==> src/rtl/mem_pkg.sv <==
// Shared types and constants for the data-memory arbiter.
package mem_pkg;
  localparam int DATA_W     = 32;
  localparam int DEF_ADDR_W = 8;

  typedef enum logic [1:0] {
    OWN_NONE = 2'd0,
    OWN_CPU  = 2'd1,
    OWN_DMA  = 2'd2
  } owner_e;
endpackage

==> src/rtl/dmem_starve_cnt.sv <==
// Saturating count of consecutive denied DMA cycles; raises force_o once the
// DMA has waited MAX_WAIT cycles so the next slot goes to the DMA.
module dmem_starve_cnt #(
  parameter int MAX_WAIT = 4,
  parameter int CNT_W    = 8
) (
  input  logic clk,
  input  logic rst,
  input  logic dma_req_i,
  input  logic dma_gnt_i,
  output logic force_o
);
  localparam logic [CNT_W-1:0] MAX_C = CNT_W'(MAX_WAIT);

  logic [CNT_W-1:0] cnt_q, cnt_d;

  always_comb begin
    cnt_d = cnt_q;
    if (!dma_req_i || dma_gnt_i) cnt_d = '0;
    else if (cnt_q != MAX_C)     cnt_d = cnt_q + 1'b1;
  end

  always_ff @(posedge clk or posedge rst) begin
    if (rst) cnt_q <= '0;
    else     cnt_q <= cnt_d;
  end

  assign force_o = dma_req_i && (cnt_q == MAX_C);
endmodule

==> src/rtl/dmem_arbiter.sv <==
// Single-port data-memory arbiter: CPU has fixed priority, a starved DMA gets
// a forced one-cycle slot, and read data is routed back to the issuing port.
module dmem_arbiter
  import mem_pkg::*;
#(
  parameter int ADDR_W   = DEF_ADDR_W,
  parameter int MAX_WAIT = 4,
  parameter int CNT_W    = 8
) (
  input  logic              clk,
  input  logic              rst,
  input  logic              cpu_req,
  input  logic              cpu_we,
  input  logic [31:0]       cpu_addr,
  input  logic [DATA_W-1:0] cpu_wdata,
  output logic              cpu_stall,
  output logic              cpu_rvalid,
  output logic [DATA_W-1:0] cpu_rdata,
  input  logic              dma_req,
  input  logic              dma_we,
  input  logic [31:0]       dma_addr,
  input  logic [DATA_W-1:0] dma_wdata,
  output logic              dma_gnt,
  output logic              dma_rvalid,
  output logic [DATA_W-1:0] dma_rdata,
  output logic              mem_en,
  output logic              mem_we,
  output logic [ADDR_W-1:0] mem_addr,
  output logic [DATA_W-1:0] mem_wdata,
  input  logic [DATA_W-1:0] mem_rdata
);
  logic   cpu_gnt;
  logic   force_dma;
  owner_e rd_owner_q, rd_owner_d;
  logic   cpu_rvalid_q, dma_rvalid_q;
  logic [DATA_W-1:0] cpu_rdata_q, dma_rdata_q;

  // Byte-offset and high address bits are dropped so accesses wrap.
  logic unused_addr_bits;
  assign unused_addr_bits = ^{cpu_addr[31:ADDR_W+2], cpu_addr[1:0],
                              dma_addr[31:ADDR_W+2], dma_addr[1:0]};

  dmem_starve_cnt #(
    .MAX_WAIT(MAX_WAIT),
    .CNT_W   (CNT_W)
  ) u_starve (
    .clk      (clk),
    .rst      (rst),
    .dma_req_i(dma_req),
    .dma_gnt_i(dma_gnt),
    .force_o  (force_dma)
  );

  always_comb begin
    cpu_gnt    = !rst && cpu_req && !force_dma;
    dma_gnt    = !rst && dma_req && (!cpu_req || force_dma);
    cpu_stall  = !rst && cpu_req && !cpu_gnt;
    mem_en     = cpu_gnt || dma_gnt;
    mem_we     = 1'b0;
    mem_addr   = '0;
    mem_wdata  = '0;
    rd_owner_d = OWN_NONE;
    if (cpu_gnt) begin
      mem_we    = cpu_we;
      mem_addr  = cpu_addr[ADDR_W+1:2];
      mem_wdata = cpu_wdata;
      if (!cpu_we) rd_owner_d = OWN_CPU;
    end else if (dma_gnt) begin
      mem_we    = dma_we;
      mem_addr  = dma_addr[ADDR_W+1:2];
      mem_wdata = dma_wdata;
      if (!dma_we) rd_owner_d = OWN_DMA;
    end
  end

  // rd_owner_q tracks the read the memory is answering this cycle.
  always_ff @(posedge clk or posedge rst) begin
    if (rst) begin
      rd_owner_q   <= OWN_NONE;
      cpu_rvalid_q <= 1'b0;
      dma_rvalid_q <= 1'b0;
      cpu_rdata_q  <= '0;
      dma_rdata_q  <= '0;
    end else begin
      rd_owner_q   <= rd_owner_d;
      cpu_rvalid_q <= (rd_owner_q == OWN_CPU);
      dma_rvalid_q <= (rd_owner_q == OWN_DMA);
      if (rd_owner_q == OWN_CPU) cpu_rdata_q <= mem_rdata;
      if (rd_owner_q == OWN_DMA) dma_rdata_q <= mem_rdata;
    end
  end

  assign cpu_rvalid = cpu_rvalid_q;
  assign dma_rvalid = dma_rvalid_q;
  assign cpu_rdata  = cpu_rdata_q;
  assign dma_rdata  = dma_rdata_q;
endmodule
==> config.mk <==
export PLATFORM = sky130hd
export DESIGN_NAME = dmem_arbiter
export DESIGN_NICKNAME = d
export VERILOG_FILES = /design/src/rtl/mem_pkg.sv /design/src/rtl/dmem_starve_cnt.sv /design/src/rtl/dmem_arbiter.sv
export SDC_FILE = /design/constraint.sdc
export NUM_CORES = 1
export LEC_CHECK = 0
export CORE_MARGIN = 10
export CORE_UTILIZATION = 34
export CTS_BUF_LIST = sky130_fd_sc_hd__clkbuf_4
export DETAILED_ROUTE_END_ITERATION = 7
export GPL_TIMING_DRIVEN = 1
export PLACE_DENSITY = 0.84
export SETUP_SLACK_MARGIN = 0.5
export SLEW_MARGIN = 20
export SYNTH_ARGS = -nofsm -noshare
export SYNTH_HDL_FRONTEND = slang
export SYNTH_SLANG_ARGS = --single-unit
==> constraint.sdc <==
create_clock -name clk -period 2.8 [get_ports clk]
set_input_delay 0.56 -clock clk [delete_from_list [all_inputs] [get_ports clk]]
set_output_delay 0.56 -clock clk [all_outputs]
set_load 0.005 [all_outputs]
==> results.md <==
- Chip Width: 121 um
- Maximum vdd drop: 238 uV
- Register-to-register setup slack: 650 ps
- Via count: 3272
- DP Worst Slack: -174 ps
- Cell area after technology mapping: 0.00348 mm^2
- Number of violations of the max-capacitance limit: 0
- Worst hold slack across all endpoints: 517 ps
- Total number of nets in the final design: 675
- Unrepaired setup endpoints after global routing: yes
- Fraction of met2 tracks used by global routing: 0.316
- Hold path cells: 1
- Post-layout min period: 3000 ps
- Final worst setup slack: -199 ps
- Largest clock skew in the final design: 18.8 ps
- Synth-to-Final Area Change: 78.8%
- Clock buffer count from CTS: 9
- GRT Overall Usage: 0.173
- Type of element capturing the critical path: output port
- Max transition margin: 0.403
- Sinks on the clock net: 76
- Grt ovf: 0
- Kind of start point of the critical path: flip-flop
- Filler Cells Inserted: 786
- Iteration-0 DRC Markers: 201
- End of the worst hold path: cpu_rdata[5]
- Antenna diodes: 0
- Period Utilization, post-route: 1.07
- Cell types occupying the most area after synthesis: sky130_fd_sc_hd__dfrtp_1 (55%), sky130_fd_sc_hd__mux2_2 (21%), sky130_fd_sc_hd__a32o_1 (12%)
- Number of cells produced by synthesis: 258
- Fin area: 0.00622 mm^2
- # hold bufs at CTS: 0
- Pin count of the biggest net entering global routing: 77
- Vias per Instance: 5.08
- Clk pin slew, worst setup/hold paths: 110 ps
- Cell total after placement: 613
- Startpoint of the most critical hold path: cpu_rdata[5]
- Critical Path RT: 2240 ps
- Most heavily used metal layer in global routing: met2
- CP max FO: 5
- R2R Path Start: u_starve.cnt_q[6]
- Post-synthesis register bit count: 76
- Routed length per placed instance: 20.8 um
- Drt drc: 0
- Num ports: 276
- Initial cell density of the core: 0.353
- Number of antenna violations at the first check in global routing: 0
- Area share of the leading cell type in the synthesized netlist: 0.546
- Floorplan die height: 121 um
- Critical path data arrival time: 2440 ps
- TritonCTS clock tree: yes
- Number of max-slew violations in the final report: 0
- Proportion of layout cells with a drive suffix above 1: 0.321
- Maximum operating frequency: 333 MHz
- Portion of the post-synthesis area used by sequential elements: 0.546
- Cell taking the most area after synthesis: sky130_fd_sc_hd__dfrtp_1
- Yosys cell types: 31
- Setup CP Type: reg2out
- Worst R2R Path Depth: 5
- Vias in the first global route: 3512
- Placer's final routability congestion estimate: 0.810
- Static Leakage: 2.65 nW
- First-pass iteration count of the detailed router: 4
- Wire length of the first global-routing pass: 19700 um
- Total number of yosys warnings: 0
- Met1 demand-to-capacity share in global routing: 0.160
- Hold violation count in the final report: 0
- Core Area: 0.00986 mm^2
- Mean cell area of the mapped netlist: 13.5 um^2
- Pwr per Cell Area: 502 mW/mm^2
- Worst min-delay path category: reg2reg
- Die Area: 0.0147 mm^2
- Total wirelength of the detailed-routed design: 13400 um
- H-tree levels: 3
- Clock latency of the later-clocked register in the worst-skew pair: 410 ps
- Endpoints failing setup: 41
- Number of rows in the core area: 36
- Status: complete, but fails checks
- Final Util: 0.631
- Cell Count, Final, Fillers Out: 644
- Violated checks: setup timing
- Transition time at the pin with the least slew margin: 896 ps
- Number of I/O port buffers: 227
- Post-synthesis net count: 426
- Number of buffers on the longest clock path: 2
- End of the worst register-to-register path: u_starve.cnt_q[0]
- Post-placement cell area: 0.00599 mm^2
- Detailed placement HPWL: 10200 um
- Antenna Violating Nets Remaining: 0
- CTS Root Cell: sky130_fd_sc_hd__clkbuf_4
- GRT met3 Usage: 0.0856
## layout by cell type, fill, tap and decap left out, types with 5 or more instances in the layout
cell	count
sky130_fd_sc_hd__buf_2	37
sky130_fd_sc_hd__dfrtp_1	76
sky130_fd_sc_hd__clkbuf_4	10
sky130_fd_sc_hd__buf_16	5
sky130_fd_sc_hd__mux2_2	64
sky130_fd_sc_hd__a21oi_1	5
sky130_fd_sc_hd__o21ai_0	5
sky130_fd_sc_hd__a32o_1	39
sky130_fd_sc_hd__buf_4	14
sky130_fd_sc_hd__buf_12	5
sky130_fd_sc_hd__buf_6	11
sky130_fd_sc_hd__clkdlybuf4s50_1	183
sky130_fd_sc_hd__nor2_1	5
## routing by layer
layer,share of wire,vias up,wire (um)
li1,-,1497,-
met1,0.34,1571,4540
met2,0.52,181,6910
met5,0,-,0
met3,0.11,23,1520
met4,0.030,0,407
## power by group
group          internal (W)  switching, W  total, W  leakage (nW)
clock              0.000275      0.000350  0.000625        0.0760
sequential          0.00130      0.000109   0.00141         0.922
combinational      0.000750      0.000338   0.00109          1.65
total               0.00233      0.000797   0.00313          2.65
## critical path, stage by stage (launching register included)
cell and delay (ps):
sky130_fd_sc_hd__dfrtp_1 400, sky130_fd_sc_hd__or4_4 560, sky130_fd_sc_hd__o31a_1 380, sky130_fd_sc_hd__buf_6 190, sky130_fd_sc_hd__buf_16 140, sky130_fd_sc_hd__a32o_2 230, sky130_fd_sc_hd__buf_6 120
## area by class of cell
class                      instances  area [um^2]  area share
timing repair buffer             260         2530       0.407
sequential                        76         1900       0.306
multi-input combinational        155         1470       0.237
tap                              133          166      0.0267
clock buffer                      10         75.1      0.0121
clock inverter                     5         53.8     0.00864
inverter                           5         22.5     0.00362
## how the worst max path moves through the flow
stage / slack (ps) / from / depth (start not counted) / end
2_1_floorplan: 420 / u_starve.cnt_q[4] / 6 / mem_addr[0]
3_3_place_gp: -130 / cpu_req / 6 / mem_addr[7]
3_5_place_dp: -170 / cpu_req / 6 / mem_addr[7]
4_1_cts: -280 / u_starve.cnt_q[3] / 5 / mem_wdata[8]
5_1_grt: -290 / u_starve.cnt_q[6] / 6 / mem_addr[7]
6_report: -200 / u_starve.cnt_q[6] / 6 / mem_wdata[25]
## stage by stage
stage | total power [W] | TNS (ps)
after CTS | 0.00318 | -8220
after global routing | 0.00331 | -9570
final | 0.00313 | -5380
after global placement | 0.00249 | -3150
after floorplan | 0.00174 | 0
after detailed placement | 0.00253 | -5150
## flip-flops by register name (all words and copies together), names as in the netlist
| signal | count |
|---|---|
| cpu_rdata | 32 |
| dma_rdata | 32 |
| u_starve.cnt_q | 8 |
| rd_owner_q | 2 |
| cpu_rvalid | 1 |
| dma_rvalid | 1 |
## cell usage after synthesis
cell and number:
sky130_fd_sc_hd__clkbuf_1 12, sky130_fd_sc_hd__or3_1 3, sky130_fd_sc_hd__buf_6 5, sky130_fd_sc_hd__nand2_1 3, sky130_fd_sc_hd__nor3b_1 1, sky130_fd_sc_hd__nand3b_1 1
sky130_fd_sc_hd__o31a_1 1, sky130_fd_sc_hd__inv_1 5, sky130_fd_sc_hd__mux2_2 64, sky130_fd_sc_hd__a21oi_1 5, sky130_fd_sc_hd__o31ai_1 1, sky130_fd_sc_hd__ha_1 2
sky130_fd_sc_hd__nor2b_1 3, sky130_fd_sc_hd__nand2b_1 1, sky130_fd_sc_hd__nor4_1 1, sky130_fd_sc_hd__o21ai_0 5, sky130_fd_sc_hd__a32o_1 41, sky130_fd_sc_hd__o21a_1 1
sky130_fd_sc_hd__nor2_1 6, sky130_fd_sc_hd__clkbuf_2 1, sky130_fd_sc_hd__nand4_1 1, sky130_fd_sc_hd__o21ai_2 1, sky130_fd_sc_hd__or4_1 1, sky130_fd_sc_hd__and2_1 1
sky130_fd_sc_hd__nand3_1 4, sky130_fd_sc_hd__dfrtp_1 76, sky130_fd_sc_hd__buf_2 4, sky130_fd_sc_hd__nor3_1 3, sky130_fd_sc_hd__and3b_1 2, sky130_fd_sc_hd__xor2_1 2
sky130_fd_sc_hd__a21o_1 1
## repair_timing
item	4_1_cts	5_1_grt
setup endpoints to repair	44	44
gates resized for setup	146	51
pin swaps	3	11
buffers inserted	7	3
gates cloned	6	0
hold endpoints to repair	0	0
## kinds of logic (layout without fill, tap and decap cells)
| logic type | count (synthesis) | count (layout) | share of synthesized area |
|---|---|---|---|
| flip-flops | 76 | 76 | 0.546 |
| multiplexers | 64 | 64 | 0.207 |
| AO/OA/AOI/OAI | 56 | 56 | 0.144 |
| AND/OR/NAND/NOR | 31 | 31 | 0.0492 |
| buffers and inverters | 27 | 280 | 0.0417 |
| adder cells (fa/ha/maj) | 2 | 2 | 0.00719 |
| XOR/XNOR | 2 | 2 | 0.00503 |
Power figures use the tool's default switching activity.
